## src/rtl/dms_lock_detect.sv

```systemverilog
// PFD activity lock detector: counts synchronized up/down activity per refclk
// window and runs a hysteretic lock FSM that is evaluated only on window close.
module dms_lock_detect #(
  parameter int unsigned WIN_LEN        = 256,
  parameter int unsigned ERR_THRESH     = 8,
  parameter int unsigned LOCK_WINDOWS   = 4,
  parameter int unsigned UNLOCK_WINDOWS = 2
) (
  input  logic                           refclk,
  input  logic                           rst_n,
  input  logic                           en,
  input  logic                           up,
  input  logic                           down,
  output logic                           lock,
  output logic [1:0]                     lock_state,
  output logic                           win_done,
  output logic [$clog2(WIN_LEN+1)-1:0]   err_last,
  output logic                           lock_lost
);

  localparam int unsigned CW = $clog2(WIN_LEN + 1);
  localparam int unsigned WW = $clog2(WIN_LEN);
  localparam int unsigned GW = $clog2(LOCK_WINDOWS + 1);
  localparam int unsigned BW = $clog2(UNLOCK_WINDOWS + 1);

  typedef enum logic [1:0] {
    UNLOCKED  = 2'd0,
    ACQUIRING = 2'd1,
    LOCKED    = 2'd2,
    SLIPPING  = 2'd3
  } state_t;

  state_t        state, state_nxt;
  logic          up_m, up_s, down_m, down_s;
  logic [WW-1:0] win_cnt;
  logic [CW-1:0] err_cnt, total;
  logic [GW-1:0] good_cnt, good_nxt, good_inc;
  logic [BW-1:0] bad_cnt, bad_nxt, bad_inc;
  logic          activity, close, good, lost_nxt;

  assign activity = up_s | down_s;
  assign close    = en && (win_cnt == WW'(WIN_LEN - 1));
  assign total    = err_cnt + CW'(activity);
  assign good     = 32'(total) <= ERR_THRESH;
  assign good_inc = good_cnt + 1'b1;
  assign bad_inc  = bad_cnt + 1'b1;

  // Synchronizer stays live while disabled so re-enable starts from clean samples.
  always_ff @(posedge refclk) begin
    if (!rst_n) begin
      up_m   <= 1'b0;
      up_s   <= 1'b0;
      down_m <= 1'b0;
      down_s <= 1'b0;
    end else begin
      up_m   <= up;
      up_s   <= up_m;
      down_m <= down;
      down_s <= down_m;
    end
  end

  always_ff @(posedge refclk) begin
    if (!rst_n) begin
      win_cnt  <= '0;
      err_cnt  <= '0;
      err_last <= '0;
      win_done <= 1'b0;
    end else if (!en) begin
      win_cnt  <= '0;
      err_cnt  <= '0;
      win_done <= 1'b0;
    end else begin
      win_done <= close;
      if (close) begin
        win_cnt  <= '0;
        err_cnt  <= '0;
        err_last <= total;
      end else begin
        win_cnt  <= win_cnt + 1'b1;
        err_cnt  <= total;
      end
    end
  end

  always_ff @(posedge refclk) begin
    if (!rst_n) begin
      state     <= UNLOCKED;
      good_cnt  <= '0;
      bad_cnt   <= '0;
      lock_lost <= 1'b0;
    end else begin
      state     <= state_nxt;
      good_cnt  <= good_nxt;
      bad_cnt   <= bad_nxt;
      lock_lost <= lost_nxt;
    end
  end

  always_comb begin
    state_nxt = state;
    good_nxt  = good_cnt;
    bad_nxt   = bad_cnt;
    lost_nxt  = 1'b0;
    if (!en) begin
      state_nxt = UNLOCKED;
      good_nxt  = '0;
      bad_nxt   = '0;
    end else if (close) begin
      unique case (state)
        UNLOCKED: begin
          if (good) begin
            good_nxt  = GW'(1);
            state_nxt = (LOCK_WINDOWS == 1) ? LOCKED : ACQUIRING;
          end else begin
            good_nxt  = '0;
          end
        end
        ACQUIRING: begin
          if (good) begin
            good_nxt = good_inc;
            if (good_inc >= GW'(LOCK_WINDOWS)) state_nxt = LOCKED;
          end else begin
            good_nxt  = '0;
            state_nxt = UNLOCKED;
          end
        end
        LOCKED: begin
          if (!good) begin
            if (UNLOCK_WINDOWS == 1) begin
              state_nxt = UNLOCKED;
              lost_nxt  = 1'b1;
              good_nxt  = '0;
              bad_nxt   = '0;
            end else begin
              state_nxt = SLIPPING;
              bad_nxt   = BW'(1);
            end
          end
        end
        SLIPPING: begin
          if (good) begin
            state_nxt = LOCKED;
            bad_nxt   = '0;
          end else if (bad_inc >= BW'(UNLOCK_WINDOWS)) begin
            state_nxt = UNLOCKED;
            lost_nxt  = 1'b1;
            good_nxt  = '0;
            bad_nxt   = '0;
          end else begin
            bad_nxt   = bad_inc;
          end
        end
        default: state_nxt = UNLOCKED;
      endcase
    end
  end

  assign lock       = (state == LOCKED) || (state == SLIPPING);
  assign lock_state = state;

endmodule

```

## config.mk

```make
export PLATFORM = sky130hd
export DESIGN_NAME = dms_lock_detect
export DESIGN_NICKNAME = d
export VERILOG_FILES = /design/src/rtl/dms_lock_detect.sv
export SDC_FILE = /design/constraint.sdc
export NUM_CORES = 1
export LEC_CHECK = 0
export ABC_AREA = 1
export BUFFER_PORTS_ARGS = -buffer_cell sky130_fd_sc_hd__buf_2
export CAP_MARGIN = 20
export CORE_ASPECT_RATIO = 1.2
export CORE_MARGIN = 3
export CORE_UTILIZATION = 57
export DETAILED_ROUTE_END_ITERATION = 16
export GPL_TIMING_DRIVEN = 0
export PLACE_DENSITY = 0.78
export SYNTH_ARGS = -nofsm -noshare
export SYNTH_HDL_FRONTEND = slang
export SYNTH_SLANG_ARGS = --single-unit
```

## constraint.sdc

```tcl
create_clock -name refclk -period 2.35 [get_ports refclk]
set_input_delay 0.235 -clock refclk [delete_from_list [all_inputs] [get_ports refclk]]
set_output_delay 0.235 -clock refclk [all_outputs]
set_load 0.03 [all_outputs]
```

==> report_table.html <==
<table>
<tr><th>Metric</th><th>Value</th></tr>
<tr><th colspan="2">Synthesis</th></tr>
<tr><td>Post-synthesis net count</td><td>255</td></tr>
<tr><td>Part of the Yosys area used for sequential elements</td><td>43.58%</td></tr>
<tr><td>Per-instance average area after synthesis</td><td>7.313 um2</td></tr>
<tr><td>Synth Warn #</td><td>0</td></tr>
<tr><td>Post-Synthesis Cells</td><td>245</td></tr>
<tr><td>Syn Std Cell Area</td><td>1792 um2</td></tr>
<tr><td>Count of distinct cell types in the synthesized netlist</td><td>29</td></tr>
<tr><td>FF+latch count, synth</td><td>39</td></tr>
<tr><th colspan="2">Final layout</th></tr>
<tr><td>Area growth from synthesis to layout</td><td>11.03%</td></tr>
<tr><td>Leading cell types in the layout, fill and taps excluded</td><td>52 x sky130_fd_sc_hd__nand2_1, 39 x sky130_fd_sc_hd__dfxtp_1, 34 x sky130_fd_sc_hd__nor2_1</td></tr>
<tr><td>Antenna fix cells</td><td>0</td></tr>
<tr><td>Layout cells sized above 1</td><td>21.40%</td></tr>
<tr><td>Most common cell after layout, fill and taps aside</td><td>sky130_fd_sc_hd__nand2_1</td></tr>
<tr><td>Area used by multi-input combinational logic</td><td>877.1 um2</td></tr>
<tr><td>Area of all placed cells without fillers</td><td>1989 um2</td></tr>
<tr><td>Post-layout nets</td><td>280</td></tr>
<tr><td>Count of fill cells added during filler insertion</td><td>262</td></tr>
<tr><td>FF/Latch Area</td><td>780.7 um2</td></tr>
<tr><th colspan="2">Route</th></tr>
<tr><td>Total via count after detailed routing</td><td>1546</td></tr>
<tr><td>First-pass detailed-route iteration total</td><td>6</td></tr>
<tr><td>Count of nets left with antenna violations after detail routing</td><td>0</td></tr>
<tr><td>Iter 0 DRT Violations</td><td>44</td></tr>
<tr><td>DRT Wirelength</td><td>3.292 mm</td></tr>
<tr><td>Avg Vias per Cell</td><td>5.069</td></tr>
<tr><td># DRC</td><td>0</td></tr>
<tr><td>Post-detailed-route wirelength per cell</td><td>10.79 um</td></tr>
<tr><th colspan="2">Critical path</th></tr>
<tr><td>Max Fanout on Critical Path</td><td>6</td></tr>
<tr><td>Critical Setup Path Class</td><td>flip-flop to flip-flop</td></tr>
<tr><td>CP peak stage delay</td><td>310 ps</td></tr>
<tr><td>Required time at the endpoint of the critical path</td><td>2610 ps</td></tr>
<tr><td>Endpoint kind of the worst setup timing path</td><td>flip-flop</td></tr>
<tr><td>Startpoint types</td><td>flip-flop</td></tr>
<tr><td>Crit path max-delay cell type</td><td>sky130_fd_sc_hd__dfxtp_1</td></tr>
<tr><td>Critical-path cell list</td><td>or2_2 &gt; ha_1 &gt; ha_4 &gt; inv_1 &gt; nand2_1 &gt; nand2_1 &gt; nor2_1 &gt; nor2_1 &gt; nor2_2 &gt; nand3_4 &gt; nand2_1 &gt; nand2_2 &gt; nand3_2 &gt; nor2_1 &gt; nor2_2</td></tr>
<tr><td>Data arrival time of the worst path</td><td>2380 ps</td></tr>
<tr><th colspan="2">Timing</th></tr>
<tr><td>Achievable clock frequency</td><td>471.5 MHz</td></tr>
<tr><td>Minimum setup slack in the final design</td><td>228.9 ps</td></tr>
<tr><td>Total negative slack for setup checks</td><td>0 ps</td></tr>
<tr><td>Final Hold Vio Count</td><td>0</td></tr>
<tr><td>Shortest period the worst path allows</td><td>2121 ps</td></tr>
<tr><td>Final setup vio count</td><td>0</td></tr>
<tr><td>Largest clock skew in the final design</td><td>16.33 ps</td></tr>
<tr><td>Post-route worst hold slack</td><td>73.49 ps</td></tr>
<tr><td>Final slew viol count</td><td>0</td></tr>
<tr><td>Ratio of final minimum period to clock period</td><td>90.26%</td></tr>
<tr><td>Pin slew with the least headroom to its limit</td><td>369.1 ps</td></tr>
<tr><td>RSZ-0062 raised after global routing</td><td>false</td></tr>
<tr><td>Max-Slew Margin vs Limit</td><td>75.39%</td></tr>
<tr><th colspan="2">GRT</th></tr>
<tr><td>Maximum number of pins on one net before global-route repair</td><td>12</td></tr>
<tr><td>Met1 demand-to-capacity share in global routing</td><td>22.13%</td></tr>
<tr><td>Global Route met3 Usage</td><td>7.075%</td></tr>
<tr><td>Met2 routing resource usage after global routing</td><td>31.29%</td></tr>
<tr><td>Final global-route overflow total</td><td>0</td></tr>
<tr><td>First-pass GRT wire length</td><td>5.637 mm</td></tr>
<tr><td>Most Crowded Layer GR</td><td>met2</td></tr>
<tr><td>Via count of the first global-routing pass</td><td>1387</td></tr>
<tr><td>Total Routing Usage GR</td><td>18.97%</td></tr>
<tr><td>Number of antenna violations at the first check in global routing</td><td>0</td></tr>
<tr><th colspan="2">Status</th></tr>
<tr><td>Run status</td><td>completed</td></tr>
<tr><th colspan="2">Hold path</th></tr>
<tr><td>Hold/Removal Path Class</td><td>input port to flip-flop</td></tr>
<tr><th colspan="2">Power and ir drop</th></tr>
<tr><td>Leakage power summed over all cells</td><td>0.9142 nW</td></tr>
<tr><td>P per Cell Area</td><td>520.5 nW/um2</td></tr>
<tr><td>Design Power</td><td>1.036 mW</td></tr>
<tr><td>Largest vdd supply drop</td><td>0.5426 mV</td></tr>
<tr><th colspan="2">Placed design</th></tr>
<tr><td>Post-detail-place hpwl</td><td>2.526 mm</td></tr>
<tr><td>Buffers added on ports</td><td>18</td></tr>
<tr><td>Cell area after placement</td><td>1924 um2</td></tr>
<tr><td>Setup WS pre-CTS</td><td>153.5 ps</td></tr>
<tr><td>Gpl congestion</td><td>0.8189</td></tr>
<tr><th colspan="2">Clocking</th></tr>
<tr><td>TritonCTS clock tree</td><td>yes</td></tr>
<tr><td>CTS HTree Levels</td><td>2</td></tr>
<tr><td>CTS sink cnt</td><td>39</td></tr>
<tr><td>Clock latency reported for the late side of the worst-skew pair</td><td>350 ps</td></tr>
<tr><td>Bufs on Longest Clock Path</td><td>2</td></tr>
<tr><td>Reg clk slew, reported paths</td><td>120 ps</td></tr>
<tr><td>Number of buffers created by CTS</td><td>5</td></tr>
<tr><td>Number of hold buffers added after cts</td><td>0</td></tr>
<tr><td>Clock tree root buffer cell</td><td>sky130_fd_sc_hd__clkbuf_4</td></tr>
<tr><td>Setup Fix Bufs, Post-CTS</td><td>0</td></tr>
<tr><th colspan="2">Die</th></tr>
<tr><td>Initial standard-cell utilization of the core</td><td>61.99%</td></tr>
<tr><td>Floorplan core area</td><td>2890 um2</td></tr>
<tr><td>DIE WIDTH</td><td>57.18 um</td></tr>
<tr><td>Die Area</td><td>3855 um2</td></tr>
<tr><td>Top-Level Pins</td><td>19</td></tr>
<tr><td>Die boundary height</td><td>67.42 um</td></tr>
<tr><td>Row count</td><td>21</td></tr>
<tr><th colspan="2">Run</th></tr>
<tr><td>Max-Cap Viols</td><td>0</td></tr>
</table>
[path summary, 6_finish.rpt]
path / startpoint / end / slack (ps) / depth (start not counted)
setup / recovery: down_s / flip-flop / 230 / 15
setup reg to reg: down_s / flip-flop / 230 / 15
hold reg to reg: up_m / up_s / 420 / 2
hold / removal: up / up_m / 70 / 3
[layout make-up]
| class | count | area share (%) |
|---|---|---|
| Multi-Input combinational cell | 167 | 44.09 |
| Sequential cell | 39 | 39.25 |
| Inverter | 35 | 6.604 |
| Timing Repair Buffer | 18 | 4.528 |
| Clock buffer | 7 | 2.264 |
| Tap cell | 34 | 2.138 |
| Buffer | 4 | 0.8805 |
| Clock inverter | 1 | 0.2516 |
[where the power goes]
group	internal (mW)	switching, mW	leakage [nW]
Combinational	0.0125	0.0223	0.570
Clock	0.117	0.216	0.0293
Sequential	0.666	0.00203	0.315
Total	0.796	0.240	0.914
[cells by family (layout without fill, tap and decap cells)]
logic type,after synthesis,count (layout),share of synthesized area [%]
AO/OA/AOI/OAI,28,28,8.310
AND/OR/NAND/NOR,131,131,34.85
flip-flops,39,39,43.58
buffers and inverters,39,65,8.310
adder cells (fa/ha/maj),5,5,3.492
XOR/XNOR,3,3,1.467
[Yosys cell counts]
library cell | n | area (um2)
sky130_fd_sc_hd__nand3_4 | 1 | 17.52
sky130_fd_sc_hd__nor2_4 | 2 | 22.52
sky130_fd_sc_hd__o21ai_1 | 4 | 20.02
sky130_fd_sc_hd__nor3b_1 | 1 | 7.510
sky130_fd_sc_hd__nand2_4 | 1 | 11.26
sky130_fd_sc_hd__a21oi_2 | 1 | 8.760
sky130_fd_sc_hd__ha_1 | 5 | 62.56
sky130_fd_sc_hd__nand3_2 | 2 | 20.02
sky130_fd_sc_hd__nand3_1 | 10 | 50.05
sky130_fd_sc_hd__dfxtp_1 | 39 | 780.8
sky130_fd_sc_hd__o21bai_1 | 1 | 7.510
sky130_fd_sc_hd__nand2_1 | 52 | 195.2
sky130_fd_sc_hd__nor4_1 | 1 | 6.260
sky130_fd_sc_hd__nor2_2 | 5 | 31.28
sky130_fd_sc_hd__inv_2 | 5 | 18.77
sky130_fd_sc_hd__nor2_1 | 35 | 131.4
sky130_fd_sc_hd__a21o_1 | 1 | 7.510
sky130_fd_sc_hd__nor3_1 | 3 | 15.01
sky130_fd_sc_hd__inv_1 | 30 | 112.6
sky130_fd_sc_hd__buf_2 | 2 | 10.01
sky130_fd_sc_hd__a21oi_1 | 16 | 80.08
sky130_fd_sc_hd__xor2_1 | 2 | 17.52
sky130_fd_sc_hd__clkbuf_1 | 2 | 7.510
sky130_fd_sc_hd__or2_2 | 2 | 12.51
sky130_fd_sc_hd__nand4_1 | 2 | 12.51
sky130_fd_sc_hd__nand3b_1 | 3 | 22.52
sky130_fd_sc_hd__o21ai_0 | 5 | 25.02
sky130_fd_sc_hd__xnor2_1 | 1 | 8.760
sky130_fd_sc_hd__nand2_2 | 11 | 68.82
[flip-flops by register name, indices dropped and copies added, names as in the netlist, 2 cells and up, named ones only]
name / flops
bad_cnt: 2
err_cnt: 9
win_cnt: 8
err_last: 9
good_cnt: 3
[worst max-delay path: cells and delay by family (launching register included)]
kind	cells	cell delay [ps]
DFF	1	310
adders and majority gates	2	450
buffers and inverters	1	50
and+or+nand+nor	12	1240
[per-stage QoR]
stage | utilization (%) | instances
final | 68.83 | 305
after global routing | 68.83 | 305
after CTS | 68.31 | 305
after detailed placement | 66.58 | 297
after floorplan | - | 245
after global placement | 66.58 | 297
[metal layers]
| metal | vias to the layer above | part of all wire [%] |
|---|---|---|
| li1 | 818 | - |
| met1 | 693 | 46 |
| met2 | 29 | 47 |
| met3 | 6 | 4.9 |
| met4 | 0 | 1.7 |
| met5 | - | 0 |
[what timing repair did]
item	CTS	global route
endpoints found under the setup margin	0	4
gates resized for setup	0	2
endpoints found under the hold margin	0	0
Note: power is estimated with default switching activity, not from simulation.
